$ cat config.mk
export PLATFORM = sky130hd
export DESIGN_NAME = coolgirl_a12_irq
export DESIGN_NICKNAME = d
export VERILOG_FILES = /design/src/rtl/coolgirl_pkg.sv /design/src/rtl/coolgirl_a12_filter.sv /design/src/rtl/coolgirl_a12_irq.sv
export SDC_FILE = /design/constraint.sdc
export NUM_CORES = 1
export LEC_CHECK = 0
export ABC_AREA = 1
export CAP_MARGIN = 15
export CORE_ASPECT_RATIO = 1.2
export CORE_MARGIN = 4
export CORE_UTILIZATION = 50
export DETAILED_ROUTE_END_ITERATION = 7
export GPL_ROUTABILITY_DRIVEN = 0
export PLACE_DENSITY = 0.84
export SYNTH_ARGS = -nofsm -noshare
export SYNTH_HDL_FRONTEND = slang
export SYNTH_SLANG_ARGS = --single-unit
$ cat constraint.sdc
create_clock -name m2 -period 2.74 [get_ports m2]
set_input_delay 0.548 -clock m2 [delete_from_list [all_inputs] [get_ports m2]]
set_output_delay 0.548 -clock m2 [all_outputs]
set_load 0.05 [all_outputs]
$ cat src/rtl/coolgirl_pkg.sv
// Shared definitions for the COOLGIRL mapper blocks: CPU register-select
// encodings ({A14,A13,A0}) and the default A12 filter length.
package coolgirl_pkg;

  typedef enum logic [2:0] {
    REG_LATCH   = 3'b100,
    REG_RELOAD  = 3'b101,
    REG_DISABLE = 3'b110,
    REG_ENABLE  = 3'b111
  } a12_reg_e;

  localparam int FILTER_M2_DEFAULT = 3;

endpackage

$ cat src/rtl/coolgirl_a12_filter.sv
// Brings PPU A12 into the m2 domain and turns qualified rising edges
// (after a long-enough low period) into one-cycle scanline clock events.
module coolgirl_a12_filter
  import coolgirl_pkg::*;
#(
  parameter int FILTER_M2 = FILTER_M2_DEFAULT
) (
  input  logic m2,
  input  logic reset_n,
  input  logic ppu_a12,
  output logic clk_evt
);

  localparam int W = (FILTER_M2 < 1) ? 1 : $clog2(FILTER_M2 + 1);
  localparam logic [W-1:0] LOW_MAX = W'(FILTER_M2);

  logic         r_sync1;
  logic         r_sync2;
  logic         r_prev;
  logic [W-1:0] r_low_cnt;

  always_ff @(posedge m2) begin
    if (!reset_n) begin
      r_sync1   <= 1'b0;
      r_sync2   <= 1'b0;
      r_prev    <= 1'b0;
      r_low_cnt <= '0;
    end else begin
      r_sync1 <= ppu_a12;
      r_sync2 <= r_sync1;
      r_prev  <= r_sync2;
      // Low-time counter saturates so long idle periods cannot wrap.
      if (r_sync2)
        r_low_cnt <= '0;
      else if (r_low_cnt != LOW_MAX)
        r_low_cnt <= r_low_cnt + W'(1);
    end
  end

  // r_low_cnt still holds the low-run length ending on the previous cycle.
  assign clk_evt = r_sync2 & ~r_prev & (r_low_cnt >= LOW_MAX);

endmodule

$ cat src/rtl/coolgirl_a12_irq.sv
// MMC3-style scanline IRQ counter: CPU register writes, A12-clocked
// counter with reload, and a registered active-low IRQ output.
module coolgirl_a12_irq
  import coolgirl_pkg::*;
#(
  parameter int FILTER_M2 = FILTER_M2_DEFAULT,
  parameter int ALT_IRQ   = 0
) (
  input  logic        m2,
  input  logic        reset_n,
  input  logic        enable,
  input  logic        romsel,
  input  logic        cpu_rw_in,
  input  logic [14:0] cpu_addr_in,
  input  logic [7:0]  cpu_data_in,
  input  logic        ppu_a12,
  output logic        irq_n
);

  logic       w_clk_evt;
  logic       w_write;
  logic       w_evt;
  logic [2:0] w_sel;
  logic       w_unused_addr;

  logic [7:0] r_latch;
  logic [7:0] r_counter;
  logic       r_reload_pending;
  logic       r_irq_en;
  logic       r_irq_flag;
  logic       r_irq_n;

  logic [7:0] w_latch_nxt;
  logic [7:0] w_counter_nxt;
  logic       w_reload_nxt;
  logic       w_irq_en_nxt;
  logic       w_irq_flag_nxt;

  coolgirl_a12_filter #(
    .FILTER_M2 (FILTER_M2)
  ) u_filter (
    .m2      (m2),
    .reset_n (reset_n),
    .ppu_a12 (ppu_a12),
    .clk_evt (w_clk_evt)
  );

  assign w_sel         = {cpu_addr_in[14], cpu_addr_in[13], cpu_addr_in[0]};
  assign w_unused_addr = ^cpu_addr_in[12:1];
  assign w_write       = ~romsel & ~cpu_rw_in & enable;
  // A reload write on the same edge wins over the scanline event.
  assign w_evt         = w_clk_evt & enable & ~(w_write & (w_sel == REG_RELOAD));

  always_comb begin
    w_latch_nxt    = r_latch;
    w_counter_nxt  = r_counter;
    w_reload_nxt   = r_reload_pending;
    w_irq_en_nxt   = r_irq_en;
    w_irq_flag_nxt = r_irq_flag;

    if (w_evt) begin
      if (r_counter == 8'h00 || r_reload_pending) begin
        w_counter_nxt = r_latch;
        w_reload_nxt  = 1'b0;
      end else begin
        w_counter_nxt = r_counter - 8'h01;
      end
      if (ALT_IRQ == 0) begin
        if (w_counter_nxt == 8'h00 && r_irq_en)
          w_irq_flag_nxt = 1'b1;
      end else begin
        if (w_counter_nxt == 8'h00 && r_irq_en &&
            (r_counter != 8'h00 || r_latch != 8'h00))
          w_irq_flag_nxt = 1'b1;
      end
    end

    // Writes are applied after the event so a disable beats a same-edge set
    // and a latch write only affects later reloads.
    if (w_write) begin
      case (w_sel)
        REG_LATCH:   w_latch_nxt = cpu_data_in;
        REG_RELOAD: begin
          w_counter_nxt = 8'h00;
          w_reload_nxt  = 1'b1;
        end
        REG_DISABLE: begin
          w_irq_en_nxt   = 1'b0;
          w_irq_flag_nxt = 1'b0;
        end
        REG_ENABLE:  w_irq_en_nxt = 1'b1;
        default: ;
      endcase
    end
  end

  always_ff @(posedge m2) begin
    if (!reset_n) begin
      r_latch          <= 8'h00;
      r_counter        <= 8'h00;
      r_reload_pending <= 1'b0;
      r_irq_en         <= 1'b0;
      r_irq_flag       <= 1'b0;
      r_irq_n          <= 1'b1;
    end else begin
      r_latch          <= w_latch_nxt;
      r_counter        <= w_counter_nxt;
      r_reload_pending <= w_reload_nxt;
      r_irq_en         <= w_irq_en_nxt;
      r_irq_flag       <= w_irq_flag_nxt;
      r_irq_n          <= ~(r_irq_flag & enable);
    end
  end

  assign irq_n = r_irq_n;

endmodule

# Word level (Yosys, flattened, before mapping)
# Index checks and enable logic that the tools add are counted.
op_classes:
  add_sub_neg: 2
  n_lt_le_gt_ge: 1
  n_eq_ne: 5
  n_mux: 14
  bitwise_logic: 14
  n_reduce_logical: 8
op_table:
  columns: ["op", "n"]
  rows:
  - ["8-bit 2-to-1 mux", 5]
  - ["8-bit logical NOT", 2]
  - ["3-bit equality test, second input constant", 4]
  - ["1-bit AND", 8]
  - ["1-bit 2-to-1 mux", 8]
  - ["8-bit by 1-bit subtractor with 8-bit output, second input constant", 1]
  - ["1-bit inverter", 6]
  - ["2-bit AND reduction", 2]
  - ["2-bit by 1-bit adder with 2-bit output, second input constant", 1]
  - ["2-bit >= comparator, second input constant", 1]
  - ["2-bit inequality test, second input constant", 1]
  - ["1-bit case mux with 2 select lines", 1]
  - ["2-bit nonzero test", 1]
  - ["2-bit OR reduction", 1]
  - ["1-bit logical AND", 1]
  - ["1-bit logical OR", 1]
totals:
  ff_bits: 25
  input_bits: 29
  out_inout_bits: 1
  word_cells: 54

# Longest topological paths before layout
# Gate-level depths: netlist of run 1.
logic_depth:
  ltp_word: 13
  depth_mapped: 13
  depth_no_buf: 13

# By module
# Synthesis of run 1 repeated with hierarchy kept, for this count alone.
unflattened:
  hier_cells: 197
  hier_area_um2: 1318.8
by_module_without_submodules:
  columns: ["module", "n_inst", "cells_per_inst", "area_per_inst_um2", "seq_area_each_um2"]
  rows:
  - ["coolgirl_a12_irq", 1, 170, 1121.1, 400.4]
  - ["coolgirl_a12_filter", 1, 27, 197.7, 100.1]

# Worst setup path before layout of run 1
# OpenSTA, ideal clock, no wires.
synth_path:
  path_type: "in2reg"
  start: "input port romsel"
  end: "register r_latch[2]"
  setup_time_ps: 128
  arrival_time_ps: 1377
  required_ps: 2612
  slack_ps: 1235
  path_stages: 7
  path_cell_list: "nor2_1 > nand2_1 > nor3_2 > inv_1 > clkbuf_1 > o21ai_0 > a21oi_1"
synth_via:
  elab_chain_cells: 4
synth_lines:
  columns: ["item", "line", "rtl"]
  rows:
  - ["from (decl)", "coolgirl_a12_irq.sv:12", "input logic romsel,"]
  - ["1-bit inverter", "coolgirl_a12_irq.sv:50", "assign w_write = ~romsel & ~cpu_rw_in & enable;"]
  - ["1-bit AND (2 in a row)", "coolgirl_a12_irq.sv:50", null]
  - ["2-bit AND reduction (no source line)", null, null]
  - ["to (signal assigned)", "coolgirl_a12_irq.sv:106", "r_latch <= w_latch_nxt;"]
  - ["to (decl)", "coolgirl_a12_irq.sv:26", "logic [7:0] r_latch;"]
# No other way between the ends.
# A chain may end at the register's enable or synchronous reset.

# Worst setup path in the final report of run 1
layout_path:
  start: "register r_irq_n, in the netlist irq_n"
  end: "output port irq_n"
layout_lines:
  columns: ["item", "line", "rtl"]
  rows:
  - ["from (decl)", "coolgirl_a12_irq.sv:31", "logic r_irq_n;"]
  - ["from (signal assigned)", "coolgirl_a12_irq.sv:111", "r_irq_n <= ~(r_irq_flag & enable);"]
  - ["to (decl)", "coolgirl_a12_irq.sv:17", "output logic irq_n"]
# No word-level cell between the ends.

==> metrics.yaml, run 1 <==
outcome: "finished clean"
slew_violations: 0
crit_type: "flip-flop to output port"
fin_crit_sh_pct: 72.3
numCtsBuffers: 3
synth_area_leader_cell: "dfxtp_1"
hold-path-cell-count: 1
fillers: 243
drtIter0Drc: 21
netlist.area_leader.share_pct: 38.5
p_leak_nw: 0.761
whs_endpoint: "irq_n"
avgRoutedWirePerCell_um: 9.95
routed_wl_mm: 2.41
slew_headroom_pct: 67.3
cp_max_fo: 1
die_height_um: 63.9
die-area_sq_um: 3480
crit_buf_inv: 1
worstSetupEndpointType: "output port"
synth-seq-area-share_pct: 38.5
via_count: 1143
min_path_type: "flip-flop to flip-flop"
start_util_pct: 52.0
finalSetupViolCount: 0
via_per_inst: 4.72
rr_endpoint: "r_irq_flag"
cts_root_buffer: "clkbuf_4"
dieWidth_um: 54.5
crit_arrival_ps: 1430
nets: 242
n_antenna_cell: 0
cp_cell_sequence: "clkdlybuf4s50_1"
antenna_found_initial: 0
final_area_sq_um: 1550
cts_tree: "done"
finalSetupTns_ps: 0
slowest_delay_ps: 790
top_regs: "r_counter (8), r_latch (8), u_filter.r_low_cnt (2)"
cp_top_family: "buffers and inverters"
grt_pass1_wl_mm: 4.00
r2r-start: "u_filter.r_low_cnt[0]"
critPathRequiredTime_ps: 2190
htree_levels: 1
clkTransAtPathRegs_ps: 130
max_freq_mhz: 505
hpwl_mm: 1.91
rows: 20
syn_area_sq_um: 1300
worstMarginPinSlew_ps: 489
rsz0062_at_grt: "no"
cp-start-kind: "flip-flop"
syn2layout_area_growth_pct: 19.2
power.density_nw_per_um2: 397
synth-edff-count: 0
io_pins: 30
finalHoldViolations: 0
synth_cells: 188
avgSynthCellArea_sq_um: 6.91
dpl_cell_area_sq_um: 1520
ff2ff_path_depth: 10
vdd_drop_max_uv: 307
clk_latency_ps: 310
synth_fp_nets: 220
async_reset_ff_share_pct: 0
synth.area.top_cells: "dfxtp_1 38%, nand2_1 11%, inv_1 9.8%"
yosysUniqueCellTypes: 26
setup_slack_ps: 758
synthTopCellsByCount: "39 x nand2_1, 34 x inv_1, 25 x dfxtp_1, 24 x nor2_1, 13 x o21ai_0"
ant_nets: 0
cts_setup_buffers: 0
period_needed_ps: 1980
crit_slowest_cell: "clkdlybuf4s50_1"
clock_sinks: 25
timing.max_cap.violations: 0
synth_ff_type: "dfxtp_1"
fin_skew_ps: 3.68
yosys_warnings: 0
hp-start: "r_irq_flag"
r2r_setup_slack_ps: 1080
grt_pass1_vias: 993
synth_most_common_cell: "nand2_1"
place_ws_ps: 570
drc_errors: 0
cts_resized: 0
grt_max_degree: 15
p_total_mw: 0.615
hold_buffers: 0
gr-total-overflow: 0
clockBufferDepth: 2
coreArea_sq_um: 2500
drtPass1Iterations: 4
grt_usage_pct: 15.2
portBuffers: 17
ys_seq_elements: 25
drive_above_1_share_pct: 11.0
[stage by stage]
stage,hold slack (ps),utilization (%),instances
after CTS,429,61.9,242
after detailed placement,394,60.8,238
after global placement,401,60.8,238
after global routing,452,61.9,242
final,424,61.9,242
after floorplan,381,-,188
[worst max path at each step]
| stage | start | to | slack, ps | depth (start not counted) |
|---|---|---|---|---|
| 2_1_floorplan | romsel | r_latch[2] | 1230 | 7 |
| 3_3_place_gp | enable | r_irq_flag | 610 | 10 |
| 3_5_place_dp | enable | r_irq_flag | 570 | 10 |
| 4_1_cts | irq_n | irq_n | 750 | 1 |
| 5_1_grt | irq_n | irq_n | 700 | 1 |
| 6_report | irq_n | irq_n | 760 | 1 |
[report_power, final]
group | switching, mW | internal, mW
clock network | 0.104 | 0.0546
registers | 0.00477 | 0.372
logic | 0.0383 | 0.0408
total | 0.147 | 0.468
[routing by layer]
metal / up-vias / part of all wire [%] / GRT usage (%)
li1: 627 / - / -
met1: 489 / 46 / 19.0
met2: 22 / 48 / 25.0
met3: 5 / 3.2 / 2.10
met4: 0 / 1.9 / 6.54
met5: - / 0 / 0
[layout by cell type, fill, tap and decap left out, types with 2 or more instances in the layout]
master           count
clkdlybuf4s50_1     17
nor2_2               4
buf_4                3
inv_1               34
ha_1                 3
nand3_1             12
nand2_2              3
nor2_1              24
a21oi_1              8
dfxtp_1             25
nand2_1             39
xor2_1               2
clkbuf_4             3
o211ai_1             6
o21ai_0             13
[logic make-up (layout without fill, tap and decap cells)]
| group | Yosys count | in the layout | synth area share (%) |
|---|---|---|---|
| flops | 25 | 25 | 38.5 |
| xor+xnor | 2 | 2 | 1.35 |
| compound gates | 30 | 30 | 13.3 |
| simple gates | 89 | 89 | 32.1 |
| mux | 1 | 1 | 0.770 |
| fa+ha+maj | 3 | 3 | 2.89 |
| buf+inv | 38 | 59 | 11.1 |
[cell type report]
class	count	area [sq um]	share of cell area [%]
Multi-Input combinational cell	125	656	42.3
Sequential cell	25	500	32.3
Timing Repair Buffer	20	193	12.4
Inverter	35	131	8.48
Tap cell	33	41.3	2.67
Clock buffer	3	22.5	1.45
Clock inverter	1	5.00	0.323
Note: power is estimated with default switching activity, not from simulation.
==> run 2, diff against run 1 <==
--- a/config.mk
+++ b/config.mk
@@ -9,10 +9,10 @@
 export CAP_MARGIN = 15
 export CORE_ASPECT_RATIO = 1.2
 export CORE_MARGIN = 4
-export CORE_UTILIZATION = 50
+export CORE_UTILIZATION = 49
 export DETAILED_ROUTE_END_ITERATION = 7
 export GPL_ROUTABILITY_DRIVEN = 0
-export PLACE_DENSITY = 0.84
+export PLACE_DENSITY = 0.82
 export SYNTH_ARGS = -nofsm -noshare
 export SYNTH_HDL_FRONTEND = slang
 export SYNTH_SLANG_ARGS = --single-unit
==> constraint.sdc (replaced) <==
create_clock -name m2 -period 1.83 [get_ports m2]
set_input_delay 0.366 -clock m2 [delete_from_list [all_inputs] [get_ports m2]]
set_output_delay 0.366 -clock m2 [all_outputs]
set_load 0.05 [all_outputs]
==> metrics.yaml, run 2 (synthesized netlist as in run 1, its figures left out) <==
outcome: "finished clean"
portBuffers: 17
grt_pass1_vias: 1019
critPathRequiredTime_ps: 2080
cts_setup_buffers: 0
ff_latch_area_sq_um: 500
fin_skew_ps: 14.4
slew_headroom_pct: 66.6
switching_share_pct: 23.9
p_leak_nw: 0.762
clk_latency_ps: 320
drtPass1Iterations: 4
drc_errors: 0
clkTransAtPathRegs_ps: 140
start_util_pct: 51.4
io_pins: 30
hpwl_mm: 1.87
fin_crit_sh_pct: 91.0
fillers: 234
crit_arrival_ps: 1920
crit_buf_inv: 1
rsz0062_at_grt: "no"
finalSetupViolCount: 0
grt_pass1_wl_mm: 4.09
seq_power_share_pct: 61.1
drive_above_1_share_pct: 11.0
cts_tree: "done"
cp_top_family: "simple AND/OR/NAND/NOR gates"
finalSetupTns_ps: 0
slowest_delay_ps: 380
max_freq_mhz: 600
die_height_um: 64.4
nets: 243
whs_ps: 432
cp_cell_sequence: "inv_1, ha_1, nand3_1, nor2_2, nor2_4, nand2_1, o21ai_1, nand2_1, nor2_1, nand2_1, a21oi_2"
pwr-share-clk_pct: 26.1
coreArea_sq_um: 2530
numCtsBuffers: 3
vdd_drop_max_uv: 459
crit_slowest_cell: "dfxtp_1"
routed_wl_mm: 2.42
finalHoldViolations: 0
n_antenna_cell: 0
final_cell_mix: "39 x nand2_1, 34 x inv_1, 25 x dfxtp_1"
timing.max_cap.violations: 0
p_int_mw: 0.702
ant_nets: 0
grt_max_degree: 14
top_regs: "r_counter (8), r_latch (8), u_filter.r_low_cnt (2)"
syn2layout_area_growth_pct: 19.8
power_frac_comb_pct: 12.8
clock_sinks: 25
cp_max_fo: 7
crit_top_cell: "nand2_1"
slew_violations: 0
gr-total-overflow: 0
via_per_inst: 4.80
cts_root_buffer: "clkbuf_4"
htree_levels: 1
multi_input_area_sq_um: 656
min_path_type: "flip-flop to flip-flop"
dieWidth_um: 55.0
cp-start-kind: "flip-flop"
avgRoutedWirePerCell_um: 9.94
crit_type: "flip-flop to flip-flop"
via_count: 1166
period_needed_ps: 1670
grt_usage_pct: 15.2
worstSetupEndpointType: "flip-flop"
die-area_sq_um: 3540
final_common_cell: "nand2_1"
worstMarginPinSlew_ps: 500
power.density_nw_per_um2: 593
p_switching_mw: 0.221
rows: 20
clockBufferDepth: 2
antenna_found_initial: 0
drtIter0Drc: 16
[run 2: cell count changes in the layout (fill, tap and decap cells not counted), sizes merged]
cell	delta
clkinv	-1
dlymetal6s2s	+1
clkbuf	+1
buf	+1
clkdlybuf4s50	-1
[run 2: repair_timing]
item	CTS	global route
endpoints found under the setup margin	0	1
hold buffers	0	0
endpoints found under the hold margin	0	0
gates resized for setup	0	1
[run 2: cell type report]
type / instances / share of cell area (%)
multi-input cells: 125 / 42.1
flip-flops and latches: 25 / 32.1
repair buffers: 21 / 13.0
inverters: 35 / 8.43
well taps: 33 / 2.65
clock buffers: 4 / 1.69
[run 2: power groups by stage]
stage	clock, mW	combinational, mW	sequential [mW]
after floorplan	0	0.0648	0.575
after global placement	0	0.114	0.576
after detailed placement	0	0.117	0.577
after CTS	0.246	0.119	0.565
after global routing	0.274	0.133	0.566
final	0.241	0.118	0.564
[run 2: final timing paths]
path,to,slack [ps],depth (start not counted),start
worst max register to register,r_irq_flag,160,11,r_counter[0]
worst max-delay path,r_irq_flag,160,11,r_counter[0]
worst min-delay path,irq_n,430,1,r_irq_flag
worst min register to register,irq_n,430,1,r_irq_flag
[run 2: metrics by stage]
step	power (mW)	instances	worst slack, ps	utilization [%]	area [sq um]
floorplan	0.640	188	424	-	1300
global placement	0.690	239	-35.8	60.5	1530
detailed placement	0.694	239	-66.1	60.5	1530
CTS	0.930	243	31.4	61.5	1560
global route	0.974	243	32.3	61.6	1560
finish	0.923	243	164	61.6	1560
[run 2: per-layer routing]
layer	vias to the layer above	GRT usage (%)	share of wire, %	wire length, um
met4	0	5.47	1.6	39
li1	632	-	-	-
met1	505	20.2	46	1120
met3	4	2.07	2.9	69
met2	25	24.4	49	1190
met5	-	0	0	0
==> run 3, diff against run 2 <==
--- a/config.mk
+++ b/config.mk
@@ -9,10 +9,10 @@
 export CAP_MARGIN = 15
 export CORE_ASPECT_RATIO = 1.2
 export CORE_MARGIN = 4
-export CORE_UTILIZATION = 49
+export CORE_UTILIZATION = 44
 export DETAILED_ROUTE_END_ITERATION = 7
 export GPL_ROUTABILITY_DRIVEN = 0
-export PLACE_DENSITY = 0.82
+export PLACE_DENSITY = 0.78
 export SYNTH_ARGS = -nofsm -noshare
 export SYNTH_HDL_FRONTEND = slang
 export SYNTH_SLANG_ARGS = --single-unit
==> constraint.sdc (replaced) <==
create_clock -name m2 -period 1.4 [get_ports m2]
set_input_delay 0.14 -clock m2 [delete_from_list [all_inputs] [get_ports m2]]
set_output_delay 0.14 -clock m2 [all_outputs]
set_load 0.05 [all_outputs]
==> metrics.yaml, run 3 (synthesized netlist as in run 1, its figures left out) <==
rr_endpoint: "r_irq_flag"
worstSetupEndpoint: "r_irq_flag"
setup_slack_ps: -91.9
grt_pass1_vias: 1091
portBuffers: 17
drtIter0Drc: 24
finalSetupViolCount: 4
busiest_layer: "met2"
dieWidth_um: 57.6
cp_max_fo: 8
cts_tree: "done"
startpoint: "r_counter[0]"
die_height_um: 67.5
clkTransAtPathRegs_ps: 140
die-area_sq_um: 3890
slew_violations: 0
crit_arrival_ps: 1760
grt_usage_pct: 13.7
routed_wl_mm: 2.69
globalRouteMet3Util_pct: 1.72
r2r-start: "r_counter[0]"
clock_sinks: 25
clockBufferDepth: 2
violations: "setup timing"
outcome: "finished, violations left"
rows: 21
finalHoldViolations: 0
via_count: 1250
syn2layout_area_growth_pct: 38.9
start_util_pct: 46.2
ant_nets: 0
drtPass1Iterations: 4
ff2ff_path_depth: 13
cp-start-kind: "flip-flop"
drive_above_1_share_pct: 28.8
vdd_drop_max_uv: 695
final_common_cell: "nand2_1"
top_regs: "r_counter (8), r_latch (8), u_filter.r_low_cnt (2)"
nets: 262
clk_latency_ps: 320
grt_use_met2_pct: 23.7
numCtsBuffers: 3
coreArea_sq_um: 2810
period_needed_ps: 1490
worstSetupEndpointType: "flip-flop"
gr-total-overflow: 0
fin_crit_sh_pct: 107
crit_type: "flip-flop to flip-flop"
fin_skew_ps: 5.16
io_pins: 30
fillers: 239
grt_use_met1_pct: 17.7
worstMarginPinSlew_ps: 304
finalSetupTns_ps: -143
n_antenna_cell: 0
hpwl_mm: 2.00
cts_root_buffer: "clkbuf_4"
rsz0062_at_grt: "yes"
final_cell_mix: "34 x nand2_1, 31 x inv_1, 22 x dfxtp_1"
avgRoutedWirePerCell_um: 10.2
place_ws_ps: -186
via_per_inst: 4.75
grt_max_degree: 15
antenna_found_initial: 0
drc_errors: 0
min_path_type: "input port to flip-flop"
critPathRequiredTime_ps: 1670
timing.max_cap.violations: 0
power.density_nw_per_um2: 692
r2r_setup_slack_ps: -90
max_freq_mhz: 670
grt_pass1_wl_mm: 4.31
whs_ps: 328
htree_levels: 1
slew_headroom_pct: 79.5
p_leak_nw: 0.876
hold_buffers: 0
p_total_mw: 1.25
run 3: cell count changes in the layout (fill, tap and decap cells not counted), moves of 3 or more:
cell     change
nand3_1      -4
nand2_1      -5
dfxtp_2      +3
buf_4       +17
inv_1        -3
nor2_4       +4
dfxtp_1      -3
inv_2        +3
nor2_1       -3
nand2_2      +3
nand3_2      +3
ha_1         -3
run 3: final cells by class:
class	count	area, sq um	share of cell area, %
clock buffer	3	22.5	1.25
clock inverter	1	5.00	0.277
inverter	35	131	7.28
multi-input combinational	125	754	41.8
sequential	25	504	27.9
tap	34	42.5	2.36
timing repair buffer	40	345	19.1
run 3: how the worst min path moves through the flow:
stage,depth (start not counted),start,endpoint
after floorplan,1,enable,irq_n
after global placement,1,r_irq_flag,irq_n
after detailed placement,1,r_irq_flag,irq_n
after CTS,3,ppu_a12,u_filter.r_sync1
after global routing,3,ppu_a12,u_filter.r_sync1
final,3,ppu_a12,u_filter.r_sync1
run 3: routing by layer:
layer,up-vias,wire (um)
met1,553,1180
met5,-,0
li1,672,-
met2,20,1380
met3,5,80
met4,0,42
run 3: stage by stage:
stage	std cells	area [sq um]	utilization, %
global route	263	1810	64.2
CTS	261	1730	61.4
detailed placement	256	1650	58.7
global placement	256	1650	58.7
finish	263	1810	64.2
floorplan	188	1300	-
run 3: what timing repair did:
item,in CTS,in global routing
buffers inserted,1,1
pin swaps,10,10
cloned,0,1
gates resized for setup,11,22
endpoints found under the setup margin,7,9
run 3: critical path: stages (launching register included):
cell and delay, ps:
dfxtp_2 360, inv_2 60, ha_4 170, inv_2 60
nor2_4 40, nand2_4 80, nand2_8 90, nand2_1 80
nand2_1 80, nor2_2 80, nand2_1 50, nor2_1 90
nand2_1 80, a21oi_2 110
run 3: power by group:
| group | internal (mW) | switching, mW |
|---|---|---|
| registers | 0.729 | 0.00947 |
| logic | 0.0988 | 0.0842 |
| clock network | 0.107 | 0.220 |
